File: config.mk
export PLATFORM = sky130hd
export DESIGN_NAME = proc_controller_p
export DESIGN_NICKNAME = d
export VERILOG_FILES = /design/src/rtl/proc_controller_p.sv
export SDC_FILE = /design/constraint.sdc
export NUM_CORES = 1
export LEC_CHECK = 0
export ABC_AREA = 1
export BUFFER_PORTS_ARGS = -buffer_cell sky130_fd_sc_hd__buf_2
export CAP_MARGIN = 20
export CORE_ASPECT_RATIO = 0.8
export CORE_MARGIN = 4
export CORE_UTILIZATION = 50
export CTS_BUF_LIST = sky130_fd_sc_hd__clkbuf_8
export DETAILED_ROUTE_END_ITERATION = 10
export PLACE_DENSITY_LB_ADDON = 0.15
export REMOVE_ABC_BUFFERS = 1
export SETUP_SLACK_MARGIN = 0.15
export SLEW_MARGIN = 20
export SYNTH_ARGS = -nofsm -noshare
export SYNTH_HDL_FRONTEND = slang
export SYNTH_SLANG_ARGS = --single-unit
File: constraint.sdc
create_clock -name Clk -period 2.4 [get_ports Clk]
set_input_delay 0.24 -clock Clk [delete_from_list [all_inputs] [get_ports Clk]]
set_output_delay 0.24 -clock Clk [all_outputs]
set_load 0.01 [all_outputs]
File: src/rtl/proc_controller_p.sv
// Multi-cycle instruction controller: req/ack instruction fetch, 4-bit opcode decode, Moore controls.
// Optional PROC_BRANCH_EN adds JMP (opcode 6) and JZ (opcode 7); otherwise both decode as NOOP.
module proc_controller_p #(
  parameter int unsigned PC_W = 8,
  parameter int unsigned D_AW = 8
) (
  input  logic            Clk,
  input  logic            Reset,
  output logic [PC_W-1:0] IM_addr,
  output logic            IM_req,
  input  logic            IM_ack,
  input  logic [15:0]     IM_data,
  input  logic            ALU_Zero,
  output logic [2:0]      ALU_s,
  output logic [D_AW-1:0] D_addr,
  output logic            D_wr,
  output logic [3:0]      RF_Ra_addr,
  output logic [3:0]      RF_Rb_addr,
  output logic [3:0]      RF_W_addr,
  output logic            RF_W_en,
  output logic            RF_W_sel,
  output logic [15:0]     IR_Out,
  output logic [PC_W-1:0] PC_Out,
  output logic [3:0]      State_Out,
  output logic            Halted
);

  typedef enum logic [3:0] {
    StInit   = 4'd0,
    StFetch  = 4'd1,
    StDecode = 4'd2,
    StLoadA  = 4'd3,
    StLoadB  = 4'd4,
    StStore  = 4'd5,
    StAlu    = 4'd6,
`ifdef PROC_BRANCH_EN
    StJmp    = 4'd7,
    StJz     = 4'd8,
`endif
    StHalt   = 4'd9
  } state_e;

  state_e          state_q, state_d;
  logic [PC_W-1:0] pc_q, pc_d;
  logic [15:0]     ir_q, ir_d;

  logic [3:0]      op, fa, fb, fc;
  logic [D_AW-1:0] store_addr, load_addr;

  assign op         = ir_q[15:12];
  assign fa         = ir_q[11:8];
  assign fb         = ir_q[7:4];
  assign fc         = ir_q[3:0];
  assign store_addr = ir_q[D_AW-1:0];
  assign load_addr  = ir_q[D_AW+3:4];

`ifdef PROC_BRANCH_EN
  logic [PC_W-1:0] jmp_target, jz_target;
  logic [15:0]     jz_wide;

  // JZ target is the low byte, zero-extended or truncated to the PC width.
  assign jz_wide    = {8'h00, ir_q[7:0]};
  assign jz_target  = jz_wide[PC_W-1:0];
  assign jmp_target = ir_q[PC_W-1:0];
`else
  logic unused_alu_zero;
  assign unused_alu_zero = ALU_Zero;
`endif

  always_ff @(posedge Clk or negedge Reset) begin
    if (!Reset) begin
      state_q <= StInit;
      pc_q    <= '0;
      ir_q    <= '0;
    end else begin
      state_q <= state_d;
      pc_q    <= pc_d;
      ir_q    <= ir_d;
    end
  end

  always_comb begin
    state_d = state_q;
    pc_d    = pc_q;
    ir_d    = ir_q;
    case (state_q)
      StInit:   state_d = StFetch;
      StFetch: begin
        if (IM_ack) begin
          ir_d    = IM_data;
          pc_d    = pc_q + PC_W'(1);
          state_d = StDecode;
        end
      end
      StDecode: begin
        case (op)
          4'd1:       state_d = StStore;
          4'd2:       state_d = StLoadA;
          4'd3, 4'd4: state_d = StAlu;
          4'd5:       state_d = StHalt;
`ifdef PROC_BRANCH_EN
          4'd6:       state_d = StJmp;
          4'd7:       state_d = StJz;
`endif
          default:    state_d = StFetch;
        endcase
      end
      StLoadA:  state_d = StLoadB;
      StLoadB:  state_d = StFetch;
      StStore:  state_d = StFetch;
      StAlu:    state_d = StFetch;
`ifdef PROC_BRANCH_EN
      StJmp: begin
        pc_d    = jmp_target;
        state_d = StFetch;
      end
      StJz: begin
        if (ALU_Zero) pc_d = jz_target;
        state_d = StFetch;
      end
`endif
      StHalt:   state_d = StHalt;
      default:  state_d = StInit;
    endcase
  end

  // Controls depend only on state and IR; ALU_Zero feeds next-state only.
  always_comb begin
    IM_req     = 1'b0;
    ALU_s      = 3'd0;
    D_addr     = '0;
    D_wr       = 1'b0;
    RF_Ra_addr = 4'd0;
    RF_Rb_addr = 4'd0;
    RF_W_addr  = 4'd0;
    RF_W_en    = 1'b0;
    RF_W_sel   = 1'b0;
    case (state_q)
      StFetch:  IM_req = 1'b1;
      StLoadA:  D_addr = load_addr;
      StLoadB: begin
        D_addr    = load_addr;
        RF_W_addr = fc;
        RF_W_sel  = 1'b1;
        RF_W_en   = 1'b1;
      end
      StStore: begin
        RF_Ra_addr = fa;
        D_addr     = store_addr;
        D_wr       = 1'b1;
      end
      StAlu: begin
        RF_Ra_addr = fa;
        RF_Rb_addr = fb;
        ALU_s      = (op == 4'd4) ? 3'd2 : 3'd1;
        RF_W_addr  = fc;
        RF_W_en    = 1'b1;
      end
`ifdef PROC_BRANCH_EN
      StJz:     RF_Ra_addr = fa;
`endif
      default: ;
    endcase
  end

  assign IM_addr   = pc_q;
  assign PC_Out    = pc_q;
  assign IR_Out    = ir_q;
  assign State_Out = state_q;
  assign Halted    = (state_q == StHalt);

endmodule

# --- Word level (Yosys, flattened, before mapping) ---
# Cells that the tools add are included.
totals:
  input_bits: 20
  ff_bits: 28
  word_cells: 37
classes:
  n_mux: 13
  n_addsub: 1
  eq_ne: 13
  reduce_logical: 7
op_table:
  columns: ["operator", "n"]
  rows:
  - ["4-bit by 3-bit equality test with 1-bit output (second input constant)", 5]
  - ["4-bit one-hot mux with 5 select lines", 1]
  - ["4-bit by 2-bit equality test with 1-bit output (second input constant)", 4]
  - ["4-bit 2-to-1 mux", 4]
  - ["4-bit one-hot mux with 4 select lines", 1]
  - ["8-bit one-hot mux with 2 select lines", 1]
  - ["8-bit by 1-bit adder with 8-bit output (second input constant)", 1]
  - ["4-bit by 1-bit equality test with 1-bit output (second input constant)", 2]
  - ["2-bit OR reduction", 4]
  - ["4-bit equality test (second input constant)", 1]
  - ["4-bit zero test", 1]
  - ["1-bit 2-to-1 mux", 4]
  - ["2-bit 2-to-1 mux", 2]
  - ["4-bit OR reduction", 1]
  - ["2-bit != test (second input constant)", 1]
  - ["2-bit AND reduction", 1]

# --- Longest topological paths before layout ---
depth:
  ltp_word: 4
  ltp_mapped: 7
  mapped_depth_nobuf: 7

# --- Least setup slack after synthesis ---
# OpenSTA, ideal clock, no wires.
synth_path:
  kind: "reg-to-output"
  from: "register state_q[2], in the netlist State_Out[2]"
  to: "output D_addr[0]"
  stages_incl_launch_ff: 7
  path_slack_ns: 0.922
  required_time_ns: 2.160
  arrival_time_ns: 1.238
  path_cell_list: "dfrtp_1 inv_1 nor2_1 inv_2 nor2_4 inv_2 o21ai_0"
synth_between:
  elab_chain_cells: 3
  word_cells_on_any_way: 5
  cone_classes: "eq/ne: 3; mux: 1; reduce/logical: 1"
synth_lines:
  columns: ["element", "line", "rtl"]
  rows:
  - ["start: declaration", "43", "state_e state_q, state_d;"]
  - ["start signal: assignment", "72", "state_q <= StInit;"]
  - ["start signal: assignment", "76", "state_q <= state_d;"]
  - ["4-bit by 3-bit equality test with 1-bit output / 4-bit by 2-bit equality test with 1-bit output (equally long branches)", "138", "case (state_q)"]
  - ["2-bit OR reduction (no source line)", null, null]
  - ["8-bit one-hot mux with 2 select lines *", "138", null]
  - ["end: declaration", "15", "output logic [D_AW-1:0] D_addr,"]
# Mark *: on every way between the ends. The rest lies on a longest branch, timed or not.

# --- Final worst setup path ---
layout_path:
  from: "register state_q[2], in the netlist State_Out[2]"
  to: "output D_addr[5]"
# Same word-level chain as after synthesis.

==> reports/qor.csv <==
metric;value;unit
sequential share of power;37.7;%
min setup slack post-route;0.5090;ns
Worst Path Class, Setup;flop to output port;
die height;58.76;um
H-tree Lvls;1;
pin count of the biggest net entering global routing;39;
initial core utilization;52.19;%
WL/cell;11.46;um
Rel. slew slack;58.11;%
failing checks;hold timing;
Synth warnings;0;
switch share;46.57;%
antenna viol nets, final;0;
fin. max-slew vios;0;
Clock Pin Slew Worst Setup and Hold Paths;0.09;ns
critical path startpoint category;flop;
syn avg cell area;7.189;sq um
combinational power share;51.5;%
minimum clock period;1.891;ns
global-route wire length before repair;6.285;mm
root buf cell;clkbuf_8;
final net count;319;
Die ar.;4198;sq um
Max VDD drop;0.6049;mV
cell count after synthesis;224;
internal cell power;1.205;mW
dominant cell type by area after synthesis;dfrtp_1;
share of Yosys cell area claimed by the top area cell type;43.51;%
Post-Route Setup TNS;0;ns
synth top area cells;dfrtp_1 (44%), nand2_1 (18%), nor2_1 (6.5%);
Remaining DRCs;0;
Final Hold Vio Count;28;
initial antenna violation count;0;
main flop type after synthesis;dfrtp_1;
Yosys cell types;24;
first-pass detailed-route iteration total;4;
Inst Count DP;333;
Arr. time, crit path;1.65;ns
pre-CTS WS;0.8322;ns
vias in the first global route;1417;
Final Setup Violations;0;
Die X;71.45;um
num rows;18;
unrepaired setup endpoints after global routing;no;
IO Pins;84;
maximum clock rate;0.5288;GHz
port bufs;81;
Min Hold Slack;-0.01827;ns
Syn-to-layout area delta;24.55;%
Yosys reg bits;28;
slew at the pin with the worst max-slew slack;0.6284;ns
fraction of layout cells with a size suffix above 1;32.77;%
number of synthesized flops with an enable pin;0;
period utilization;78.79;%
asr flop ratio synth;100.0;%
path type of the worst min-delay path;input port to asynchronous set/reset pin;
NetSw;1.050;mW
Clock power frac;10.7;%
total global routing overflow;0;
Placeable Area;3085;sq um
CTS tree;built;
Non-Filler Instances;336;
Setup Buffers After CTS;0;
outcome;finished, violations left;
Initial DRC Count;117;
Synth Cell Area;1610;sq um
Via density;4.786;
Filler cells;285;
Req. time, crit path;2.16;ns
max-cap viol count;0;
post_cts resized;0;
final setup skew;0.006166;ns
pwr dens;1125;nW/um^2
cts bufs inserted;3;
DP Wirelength;2.942;mm
GPL Wtd Cong;0.7918;
clk buf depth;2;
Pleak;1.177;nW
wire length after detailed routing;3.849;mm
n_diodes;0;
crit-path max FO;8;
# hold bufs at CTS;0;
critical path endpoint category;output port;
DR vias;1608;
CTS Sinks;28;
Total GRT Usage;18.38;%
sequential share of the synthesized area;43.51;%
worst-skew pair later-pin latency;0.26;ns
-- Yosys cell counts, drive strengths merged (2+ instances only) --
master  number
nand3b       2
buf         12
xor2         2
dfrtp       28
inv         30
nand2       79
o21ai       24
nand3        8
nor2        32
-- critical path, stage by stage, from the launching register on --
cell and delay, ns:
dfrtp_1 0.43, inv_1 0.08, nor2_1 0.18, nand2_1 0.11, nand2_1 0.25, nand2_1 0.08
o21ai_0 0.09, buf_2 0.16
-- placed cells by master (no fill, tap or decap) --
cell and n:
dfrtp_1 28, nand3b_1 2, ha_1 1, clkbuf_8 3, nand3_2 1, nand4_1 1, nor2_4 3, nand3_1 7
a21oi_2 1, nand2_1 77, conb_1 1, buf_2 81, o21ai_0 20, nor3_1 1, nor2_2 1, xor2_1 2
a21boi_0 1, inv_2 4, inv_1 26, buf_4 1, o21ai_1 4, nand2_2 2, nor2_1 28
-- state kept, by name (all words and copies together), names as in the netlist --
name	cells
State_Out	4
IR_Out	16
IM_addr	8
-- kinds of logic after synthesis --
group | Yosys count | share of synthesized area, %
buffers and inverters | 43 | 13.75
DFF | 28 | 43.51
AOI/OAI and AO/OA | 26 | 8.470
and+or+nand+nor | 123 | 32.17
other | 1 | 0.2329
adders and majority gates | 1 | 0.7769
xor gates and xnor gates | 2 | 1.088
-- per-layer routing --
layer	global-route usage [%]	wire length [um]	vias up
met5	0	0	-
met3	4.949	282	2
met1	24.38	1765	742
met2	31.28	1787	45
met4	2.145	13	0
li1	-	-	819
-- stage by stage --
step                      area, sq um  util (%)  hold slack, ns  power, mW
after floorplan                  1501         -        -0.05559      1.545
after global placement           1964     63.67          0.3008      2.007
after detailed placement         1964     63.67          0.3004      2.026
after CTS                        2006     65.00        0.005720      2.275
after global routing             2006     65.00         0.03079      2.461
final                            2006     65.00        -0.01827      2.256
-- area by class of cell --
cell class                 instances  area, sq um  share of cell area, %
multi-input combinational        153        688.2                  34.31
inverter                          30        112.6                  5.614
clock buffer                       3        41.29                  2.059
sequential                        28        700.7                  34.93
tap                               40        50.05                  2.495
timing repair buffer              82        412.9                  20.59
-- path summary, 6_finish.rpt --
| kind | start | slack (ns) | cells past startpoint | to |
|---|---|---|---|---|
| max reg2reg | State_Out[2] | 0.97 | 7 | IM_addr[3] |
| min reg2reg | IR_Out[15] | 0.54 | 2 | IR_Out[15] |
| max in group asynchronous | Reset | 2.00 | 1 | IM_addr[3] |
| max | State_Out[2] | 0.51 | 7 | D_addr[5] |
| min | Reset | -0.02 | 1 | State_Out[3] |
| min in group Clk | IM_data[12] | 0.16 | 3 | IR_Out[12] |
-- power by group through the flow --
stage                     Sequential [mW]  Combinational [mW]  Clock [mW]
after floorplan                     0.948               0.596           0
after global placement              0.851                1.16           0
after detailed placement            0.855                1.17           0
after CTS                           0.847                1.18       0.252
after global routing                0.883                1.31       0.270
final                               0.851                1.16       0.242
(Power assumes the default switching activity.)
